===== config.mk =====
export PLATFORM = sky130hd
export DESIGN_NAME = memory_access_stage
export DESIGN_NICKNAME = d
export VERILOG_FILES = /design/src/rtl/mem_pkg.sv /design/src/rtl/load_store_align.sv /design/src/rtl/memory_access_stage.sv
export SDC_FILE = /design/constraint.sdc
export NUM_CORES = 1
export LEC_CHECK = 0
export ABC_AREA = 1
export BUFFER_PORTS_ARGS = -buffer_cell sky130_fd_sc_hd__buf_4
export CAP_MARGIN = 20
export CORE_UTILIZATION = 37
export DETAILED_ROUTE_END_ITERATION = 6
export SLEW_MARGIN = 20
export SYNTH_ARGS = -nofsm -noshare
export SYNTH_HDL_FRONTEND = slang
export SYNTH_HIERARCHICAL = 1
export SYNTH_SLANG_ARGS = --single-unit
export TNS_END_PERCENT = 10

===== constraint.sdc =====
create_clock -name clk_i -period 1.8 [get_ports clk_i]
set_input_delay 0.18 -clock clk_i [delete_from_list [all_inputs] [get_ports clk_i]]
set_output_delay 0.18 -clock clk_i [all_outputs]
set_load 0.05 [all_outputs]

===== src/rtl/mem_pkg.sv =====
// Shared definitions for the MEM stage: funct3 encodings for loads and
// stores, the access FSM state encoding, and write-back source selects.
package mem_pkg;

  // Load funct3
  localparam logic [2:0] F3_LB  = 3'b000;
  localparam logic [2:0] F3_LH  = 3'b001;
  localparam logic [2:0] F3_LW  = 3'b010;
  localparam logic [2:0] F3_LBU = 3'b100;
  localparam logic [2:0] F3_LHU = 3'b101;

  // Store funct3
  localparam logic [2:0] F3_SB  = 3'b000;
  localparam logic [2:0] F3_SH  = 3'b001;
  localparam logic [2:0] F3_SW  = 3'b010;

  // Write-back source select
  localparam logic [1:0] WB_ALU = 2'd0;
  localparam logic [1:0] WB_MEM = 2'd1;
  localparam logic [1:0] WB_PC4 = 2'd2;
  localparam logic [1:0] WB_IMM = 2'd3;

  typedef enum logic [1:0] {
    S_IDLE   = 2'd0,
    S_ACCESS = 2'd1,
    S_DONE   = 2'd2,
    S_HOLD   = 2'd3
  } mem_state_e;

endpackage


===== src/rtl/load_store_align.sv =====
// Combinational lane steering for the data-memory bus.
//   is_load_i / is_store_i : access kind (store wins if both are set)
//   funct3_i               : access size and sign
//   addr_i                 : byte offset within the word
//   rs2_i                  : store data
//   rdata_i                : raw bus read data
//   be_o / wdata_o         : store byte enables and lane-replicated data
//   ldata_o                : formatted (extended) load data, 0 for non-loads
//   fault_o                : misaligned access or illegal funct3
module load_store_align
  import mem_pkg::*;
(
  input  logic        is_load_i,
  input  logic        is_store_i,
  input  logic [2:0]  funct3_i,
  input  logic [1:0]  addr_i,
  input  logic [31:0] rs2_i,
  input  logic [31:0] rdata_i,
  output logic [3:0]  be_o,
  output logic [31:0] wdata_o,
  output logic [31:0] ldata_o,
  output logic        fault_o
);

  // Selected lane moved down to bit 0.
  logic [31:0] lane;
  assign lane = rdata_i >> {addr_i, 3'b000};

  always_comb begin
    be_o    = 4'b0000;
    wdata_o = 32'h0;
    ldata_o = 32'h0;
    fault_o = 1'b0;
    if (is_store_i) begin
      fault_o = funct3_i[2];
      case (funct3_i[1:0])
        2'b00: begin
          be_o    = 4'b0001 << addr_i;
          wdata_o = {4{rs2_i[7:0]}};
        end
        2'b01: begin
          be_o    = 4'b0011 << {addr_i[1], 1'b0};
          wdata_o = {2{rs2_i[15:0]}};
          fault_o = fault_o | addr_i[0];
        end
        default: begin
          be_o    = 4'b1111;
          wdata_o = rs2_i;
          fault_o = fault_o | (|addr_i);
        end
      endcase
    end else if (is_load_i) begin
      case (funct3_i)
        F3_LB:  ldata_o = {{24{lane[7]}}, lane[7:0]};
        F3_LBU: ldata_o = {24'h0, lane[7:0]};
        F3_LH: begin
          ldata_o = {{16{lane[15]}}, lane[15:0]};
          fault_o = addr_i[0];
        end
        F3_LHU: begin
          ldata_o = {16'h0, lane[15:0]};
          fault_o = addr_i[0];
        end
        F3_LW: begin
          ldata_o = rdata_i;
          fault_o = |addr_i;
        end
        default: fault_o = 1'b1;
      endcase
    end
  end

endmodule


===== src/rtl/memory_access_stage.sv =====
// MEM stage of the RV32 pipeline: runs one req/ack bus access per memory
// instruction in EX/MEM, freezes the front of the pipeline while it is
// outstanding, and drives the MEM/WB register.
//   clk_i, rst_i             : clock, synchronous active-high reset
//   *_i (EX/MEM fields)      : instruction in the EX/MEM register
//   ex_stall_i               : MDU stall, EX/MEM held
//   mem_*                    : data-memory bus (registered request side)
//   busywait_o               : freeze IF/ID/EX and EX/MEM
//   addr_fault_o, bus_err_o  : one-cycle fault pulses
//   *_mem_wb_o               : MEM/WB register
module memory_access_stage
  import mem_pkg::*;
#(
  parameter int TIMEOUT_CYCLES = 255,
  parameter int TO_W           = 8
) (
  input  logic        clk_i,
  input  logic        rst_i,
  input  logic        is_load_instr_i,
  input  logic        is_store_instr_i,
  input  logic [31:0] alu_out_i,
  input  logic [31:0] rs2_i,
  input  logic [2:0]  funct3_i,
  input  logic [4:0]  rd_i,
  input  logic        reg_wb_en_i,
  input  logic [1:0]  wb_sel_i,
  input  logic        ex_stall_i,
  output logic        mem_req_o,
  output logic        mem_we_o,
  output logic [31:0] mem_addr_o,
  output logic [31:0] mem_wdata_o,
  output logic [3:0]  mem_be_o,
  input  logic [31:0] mem_rdata_i,
  input  logic        mem_ack_i,
  output logic        busywait_o,
  output logic        addr_fault_o,
  output logic        bus_err_o,
  output logic [31:0] rd_data_mem_wb_o,
  output logic [31:0] alu_out_mem_wb_o,
  output logic [4:0]  rd_mem_wb_o,
  output logic        reg_wb_en_mem_wb_o,
  output logic [1:0]  wb_sel_mem_wb_o,
  output logic        is_memory_instruction_mem_wb_o
);

  localparam logic [TO_W-1:0] TO_LAST = TO_W'(TIMEOUT_CYCLES - 1);

  mem_state_e      state_q;
  logic [TO_W-1:0] to_cnt_q;
  logic [31:0]     hold_q;
  // Sticky outcome of the current instruction; kept through DONE/HOLD so
  // MEM/WB recaptures the same squashed write enable while stalled.
  logic            fault_q;
  logic            err_q;

  logic        mem_op;
  logic [3:0]  be;
  logic [31:0] wdata;
  logic [31:0] ldata;
  logic        fault;

  assign mem_op = is_load_instr_i | is_store_instr_i;

  // EX/MEM is frozen during ACCESS, so the live fields still describe the
  // access and can format the returning read data.
  load_store_align u_align (
    .is_load_i  (is_load_instr_i),
    .is_store_i (is_store_instr_i),
    .funct3_i   (funct3_i),
    .addr_i     (alu_out_i[1:0]),
    .rs2_i      (rs2_i),
    .rdata_i    (mem_rdata_i),
    .be_o       (be),
    .wdata_o    (wdata),
    .ldata_o    (ldata),
    .fault_o    (fault)
  );

  assign busywait_o = (state_q == S_ACCESS) || ((state_q == S_IDLE) && mem_op);

  always_ff @(posedge clk_i) begin
    if (rst_i) begin
      state_q                        <= S_IDLE;
      to_cnt_q                       <= '0;
      hold_q                         <= 32'h0;
      fault_q                        <= 1'b0;
      err_q                          <= 1'b0;
      mem_req_o                      <= 1'b0;
      mem_we_o                       <= 1'b0;
      mem_addr_o                     <= 32'h0;
      mem_wdata_o                    <= 32'h0;
      mem_be_o                       <= 4'b0000;
      addr_fault_o                   <= 1'b0;
      bus_err_o                      <= 1'b0;
      rd_data_mem_wb_o               <= 32'h0;
      alu_out_mem_wb_o               <= 32'h0;
      rd_mem_wb_o                    <= 5'd0;
      reg_wb_en_mem_wb_o             <= 1'b0;
      wb_sel_mem_wb_o                <= 2'd0;
      is_memory_instruction_mem_wb_o <= 1'b0;
    end else begin
      addr_fault_o <= 1'b0;
      bus_err_o    <= 1'b0;

      if (!busywait_o) begin
        rd_data_mem_wb_o               <= hold_q;
        alu_out_mem_wb_o               <= alu_out_i;
        rd_mem_wb_o                    <= rd_i;
        reg_wb_en_mem_wb_o             <= reg_wb_en_i & ~((fault_q | err_q) & is_load_instr_i);
        wb_sel_mem_wb_o                <= wb_sel_i;
        is_memory_instruction_mem_wb_o <= is_load_instr_i;
      end

      case (state_q)
        S_IDLE: begin
          if (mem_op) begin
            if (fault) begin
              fault_q      <= 1'b1;
              addr_fault_o <= 1'b1;
              hold_q       <= 32'h0;
              state_q      <= S_DONE;
            end else begin
              mem_req_o   <= 1'b1;
              mem_we_o    <= is_store_instr_i;
              mem_addr_o  <= {alu_out_i[31:2], 2'b00};
              mem_be_o    <= be;
              mem_wdata_o <= wdata;
              to_cnt_q    <= '0;
              state_q     <= S_ACCESS;
            end
          end
        end
        S_ACCESS: begin
          if (mem_ack_i) begin
            hold_q    <= ldata;
            mem_req_o <= 1'b0;
            state_q   <= S_DONE;
          end else if (to_cnt_q == TO_LAST) begin
            hold_q    <= 32'h0;
            mem_req_o <= 1'b0;
            err_q     <= 1'b1;
            bus_err_o <= 1'b1;
            state_q   <= S_DONE;
          end else begin
            to_cnt_q <= to_cnt_q + 1'b1;
          end
        end
        S_DONE: begin
          if (ex_stall_i) begin
            state_q <= S_HOLD;
          end else begin
            fault_q <= 1'b0;
            err_q   <= 1'b0;
            state_q <= S_IDLE;
          end
        end
        S_HOLD: begin
          if (!ex_stall_i) begin
            fault_q <= 1'b0;
            err_q   <= 1'b0;
            state_q <= S_IDLE;
          end
        end
        default: state_q <= S_IDLE;
      endcase
    end
  end

endmodule


==> run summary <==
The tools report the total power draw as 13.19 mW. The total of flip-flops plus latches after synthesis is 187. By count the netlist is led by 368 x sky130_fd_sc_hd__nor2_1, 195 x sky130_fd_sc_hd__nand2_1, 187 x sky130_fd_sc_hd__dfxtp_1, 126 x sky130_fd_sc_hd__o21ai_0, 69 x sky130_fd_sc_hd__a21oi_1.

The repair_antennas step left the layout with diodes totalling 0. After routing the design area is 11680 um2. For the number of hold violations in the final report, the log shows 0. Area share of and/or/nand/nor cells after synthesis: 0.3083. The fraction of final layout cells sized beyond drive strength 1 came out at 0.2598. The complex-gate fraction of the synthesized area is 0.1582, and the post-synthesis share of cell area spent on full adders, half adders and majority gates is 0.002985. The tools report the effective utilization at floorplan as 0.3807. The path class of the lowest-slack min-delay path was input port to flip-flop. The library cell used as clock root buffer is sky130_fd_sc_hd__clkbuf_16. Dominant cell type by area after synthesis: sky130_fd_sc_hd__dfxtp_1.

Max-cap violations in this run came to 0. Detailed-placement wirelength estimate: 18.54 mm. The worst setup path is launched from a flip-flop.

The run gives 23270 um2 as the floorplan die area. The tools report the static leakage as 5.462 nW. The synthesized design contains 0 enable-type register cells. The first routing iteration left 533 violations.

The routed layout has 8622 vias. The count of buffers added on input and output ports is 256. The arrival time of the worst setup path was 1540 ps. The global placer's final weighted congestion came out at 0.8853.

The share of the synthesized area in the top cell type works out to 0.4465. The number of max-slew violations in the final report is 0. In the final layout, the multi-input gates occupy 3944 um2. For the worst clock skew, the log shows 14.86 ps.

The run gives 54 as the number of rows created at floorplan. After detailed routing, the number of remaining DRC violations is 9. The share of synthesized registers carrying an async set or reset is 0, and the first-pass GRT wire length is 43.54 mm. Entering global routing, the biggest net connects 73 pins. The routed length per placed instance came out at 15.03 um. In this run the power spent charging and discharging nets is 5.270 mW. The share of cell area taken by muxes after synthesis is 0, and the clock tree buffer depth is 2. Pin placement for this block handled 259 I/O pins. Among all flip-flop cells after synthesis, the most frequent one is sky130_fd_sc_hd__dfxtp_1. Along the worst path, the maximum fanout reaches 17.

Once the clock tree was built, the setup fixing pass inserted 0 buffers. The filler cells instantiated in the layout total 2164. The worst vdd rail ir drop was 578.8 uV; the post-CTS clock slew at the launch and capture registers of the worst setup and hold paths was 80 ps.

In this run the mean area of a mapped cell was 6.941 um2. TritonCTS built the clock tree. The clock sink count is 187.

Initial antenna violation count: 0. The logs give 0.2316 for the global routing usage summed across all routing layers and 0.6591 for the relative slew slack. The sequential cell area fraction in the yosys report was 0.4465. In the final design database the tool counted 1603 nets.

The flow ran to the end, but the final reports show violations. In this run the horizontal extent of the chip is 152.5 um. The post-route setup TNS came out at 0 ps.

The checks that failed: design-rule violations. For the number of global-route vias before repair, the log shows 8574. The portion of total power attributed to sequential cells came out at 0.370.

The area used by sequential logic in the layout is 3744 um2, and the synthesis warning total is 6. The logs give 0.290 for the clock power share and 7.917 mW for the internal power component. Power spread over the standard cell area amounts to 1129 nW/um2. The per-cell via count in the routed design works out to 4.841. The area of the mapped netlist was 8384 um2. The tools report the number of optimization iterations in the first detailed-route pass as 7. Summing all placed instances gives a cell area of 10690 um2. The number of H-tree branching levels was 4; the post-layout minimum cycle time was 1718 ps. sky130_fd_sc_hd__nor2_1 is the most common cell in the netlist. The share of the clock period used by the worst path works out to 0.9545.

After synthesis, the largest family of logic cells by area is simple AND/OR/NAND/NOR gates. Clock latency on the worst-skew pair, taken at its later pin, is 440 ps. In this run the remaining antenna-violating nets after routing total 0. The data required time at the worst endpoint is 1620 ps. Static timing analysis puts the maximum clock frequency at 582.0 MHz. The placeable core region came out at 22030 um2. Kind of end point of the critical path: an output pin.

From bottom edge to top edge, the die measures 152.5 um. The run gives 0.341 as the combinational power share. The post-synthesis cell type count is 36. Setup repair after global routing left no endpoint under its margin. The area growth from synthesis to layout is 39.31%.

The number of standard cells after synthesis is 1208. By area the synthesized netlist is led by sky130_fd_sc_hd__dfxtp_1 45%, sky130_fd_sc_hd__nor2_1 16%, sky130_fd_sc_hd__nand2_1 8.7%. The number of CTS-inserted buffers is 17.

Remaining global-route overflow: 0. The final setup violation count was 0. The classification of the worst setup path was flip-flop to output pin. The switching share of total power was 0.3996. The final layout contains routed wiring with a total length of 26.76 mm. For the pin with the worst max-slew slack, the measured transition is 510.6 ps.

The xor/xnor share of the synthesized area was 0.
## kinds of logic after synthesis
| logic type | after synthesis |
|---|---|
| AOI/OAI and AO/OA | 249 |
| other | 1 |
| buffers and inverters | 133 |
| adders and majority gates | 2 |
| DFF | 187 |
| and+or+nand+nor | 636 |
## power groups by stage
| stage | Combinational [mW] | Sequential (mW) | Clock (mW) |
|---|---|---|---|
| final | 4.49 | 4.87 | 3.82 |
| after global routing | 4.80 | 4.94 | 4.07 |
| after CTS | 4.51 | 4.87 | 3.93 |
| after detailed placement | 4.43 | 4.95 | 0 |
| after global placement | 4.41 | 4.95 | 0 |
| after floorplan | 1.41 | 6.48 | 0 |
## per-layer routing
layer / track usage / vias up / share of wire
met1: 0.2780 / 3857 / 0.42
met5: 0 / - / 0
met4: 0.09043 / 0 / 0.027
met3: 0.07110 / 48 / 0.085
li1: - / 4411 / -
met2: 0.3871 / 306 / 0.46
## placed cells by master (no fill, tap or decap), types with 3 or more instances in the layout
cell	count
sky130_fd_sc_hd__a21oi_1	69
sky130_fd_sc_hd__buf_12	15
sky130_fd_sc_hd__buf_4	285
sky130_fd_sc_hd__clkbuf_16	17
sky130_fd_sc_hd__clkinv_8	6
sky130_fd_sc_hd__dfxtp_1	187
sky130_fd_sc_hd__dlygate4sd3_1	37
sky130_fd_sc_hd__inv_1	41
sky130_fd_sc_hd__inv_2	10
sky130_fd_sc_hd__inv_8	4
sky130_fd_sc_hd__nand2_1	195
sky130_fd_sc_hd__nand2_2	5
sky130_fd_sc_hd__nand3_1	28
sky130_fd_sc_hd__nand3_2	3
sky130_fd_sc_hd__nor2_1	368
sky130_fd_sc_hd__nor2_2	25
sky130_fd_sc_hd__nor2_4	5
sky130_fd_sc_hd__o211ai_1	7
sky130_fd_sc_hd__o21ai_0	125
sky130_fd_sc_hd__o21ai_1	35
sky130_fd_sc_hd__o221ai_1	7
## critical path: stages, from the launching register on
cell	delay, ps
sky130_fd_sc_hd__dfxtp_1	500
sky130_fd_sc_hd__o21ai_4	120
sky130_fd_sc_hd__inv_4	220
sky130_fd_sc_hd__buf_4	250
## stage by stage
step,std cells,hold slack (ps),setup WS [ps],utilization
6_report,1781,19.02,81.83,0.5303
3_3_place_gp,1712,402.1,-30.01,0.4853
2_1_floorplan,1209,314.9,9.902,-
5_1_grt,1781,34.24,4.666,0.5303
4_1_cts,1781,1.839,63.12,0.5303
3_5_place_dp,1712,408.7,-77.68,0.4853
## area by class of cell
cell class / count / share of cell area
tap: 280 / 0.02999
timing repair buffer: 337 / 0.2406
inverter: 56 / 0.01843
sequential: 187 / 0.3205
clock buffer: 17 / 0.03642
multi-input combinational: 889 / 0.3377
clock inverter: 15 / 0.01639
## state kept, by name (all words and copies together) (netlist names), 2 cells and up
| signal | count |
|---|---|
| mem_addr_o | 30 |
| rd_mem_wb_o | 5 |
| rd_data_mem_wb_o | 32 |
| mem_wdata_o | 32 |
| mem_be_o | 4 |
| wb_sel_mem_wb_o | 2 |
| hold_q | 32 |
| alu_out_mem_wb_o | 32 |
| to_cnt_q | 8 |
| state_q | 2 |
## path summary, 6_finish.rpt
path | endpoint | slack [ps] | start | depth (start not counted)
setup / recovery | busywait_o | 80 | state_q[0] | 3
hold / removal | reg_wb_en_mem_wb_o | 20 | reg_wb_en_i | 3
setup reg to reg | hold_q[27] | 170 | to_cnt_q[0] | 10
hold reg to reg | hold_q[13] | 460 | hold_q[13] | 2
## what timing repair did
| action | 4_1_cts | 5_1_grt |
|---|---|---|
| gates resized for setup | 1 | 0 |
| endpoints found under the setup margin | 1 | 0 |
| hold endpoints to repair | 67 | 0 |
| hold buffers | 37 | 0 |
(Power assumes the default switching activity.)
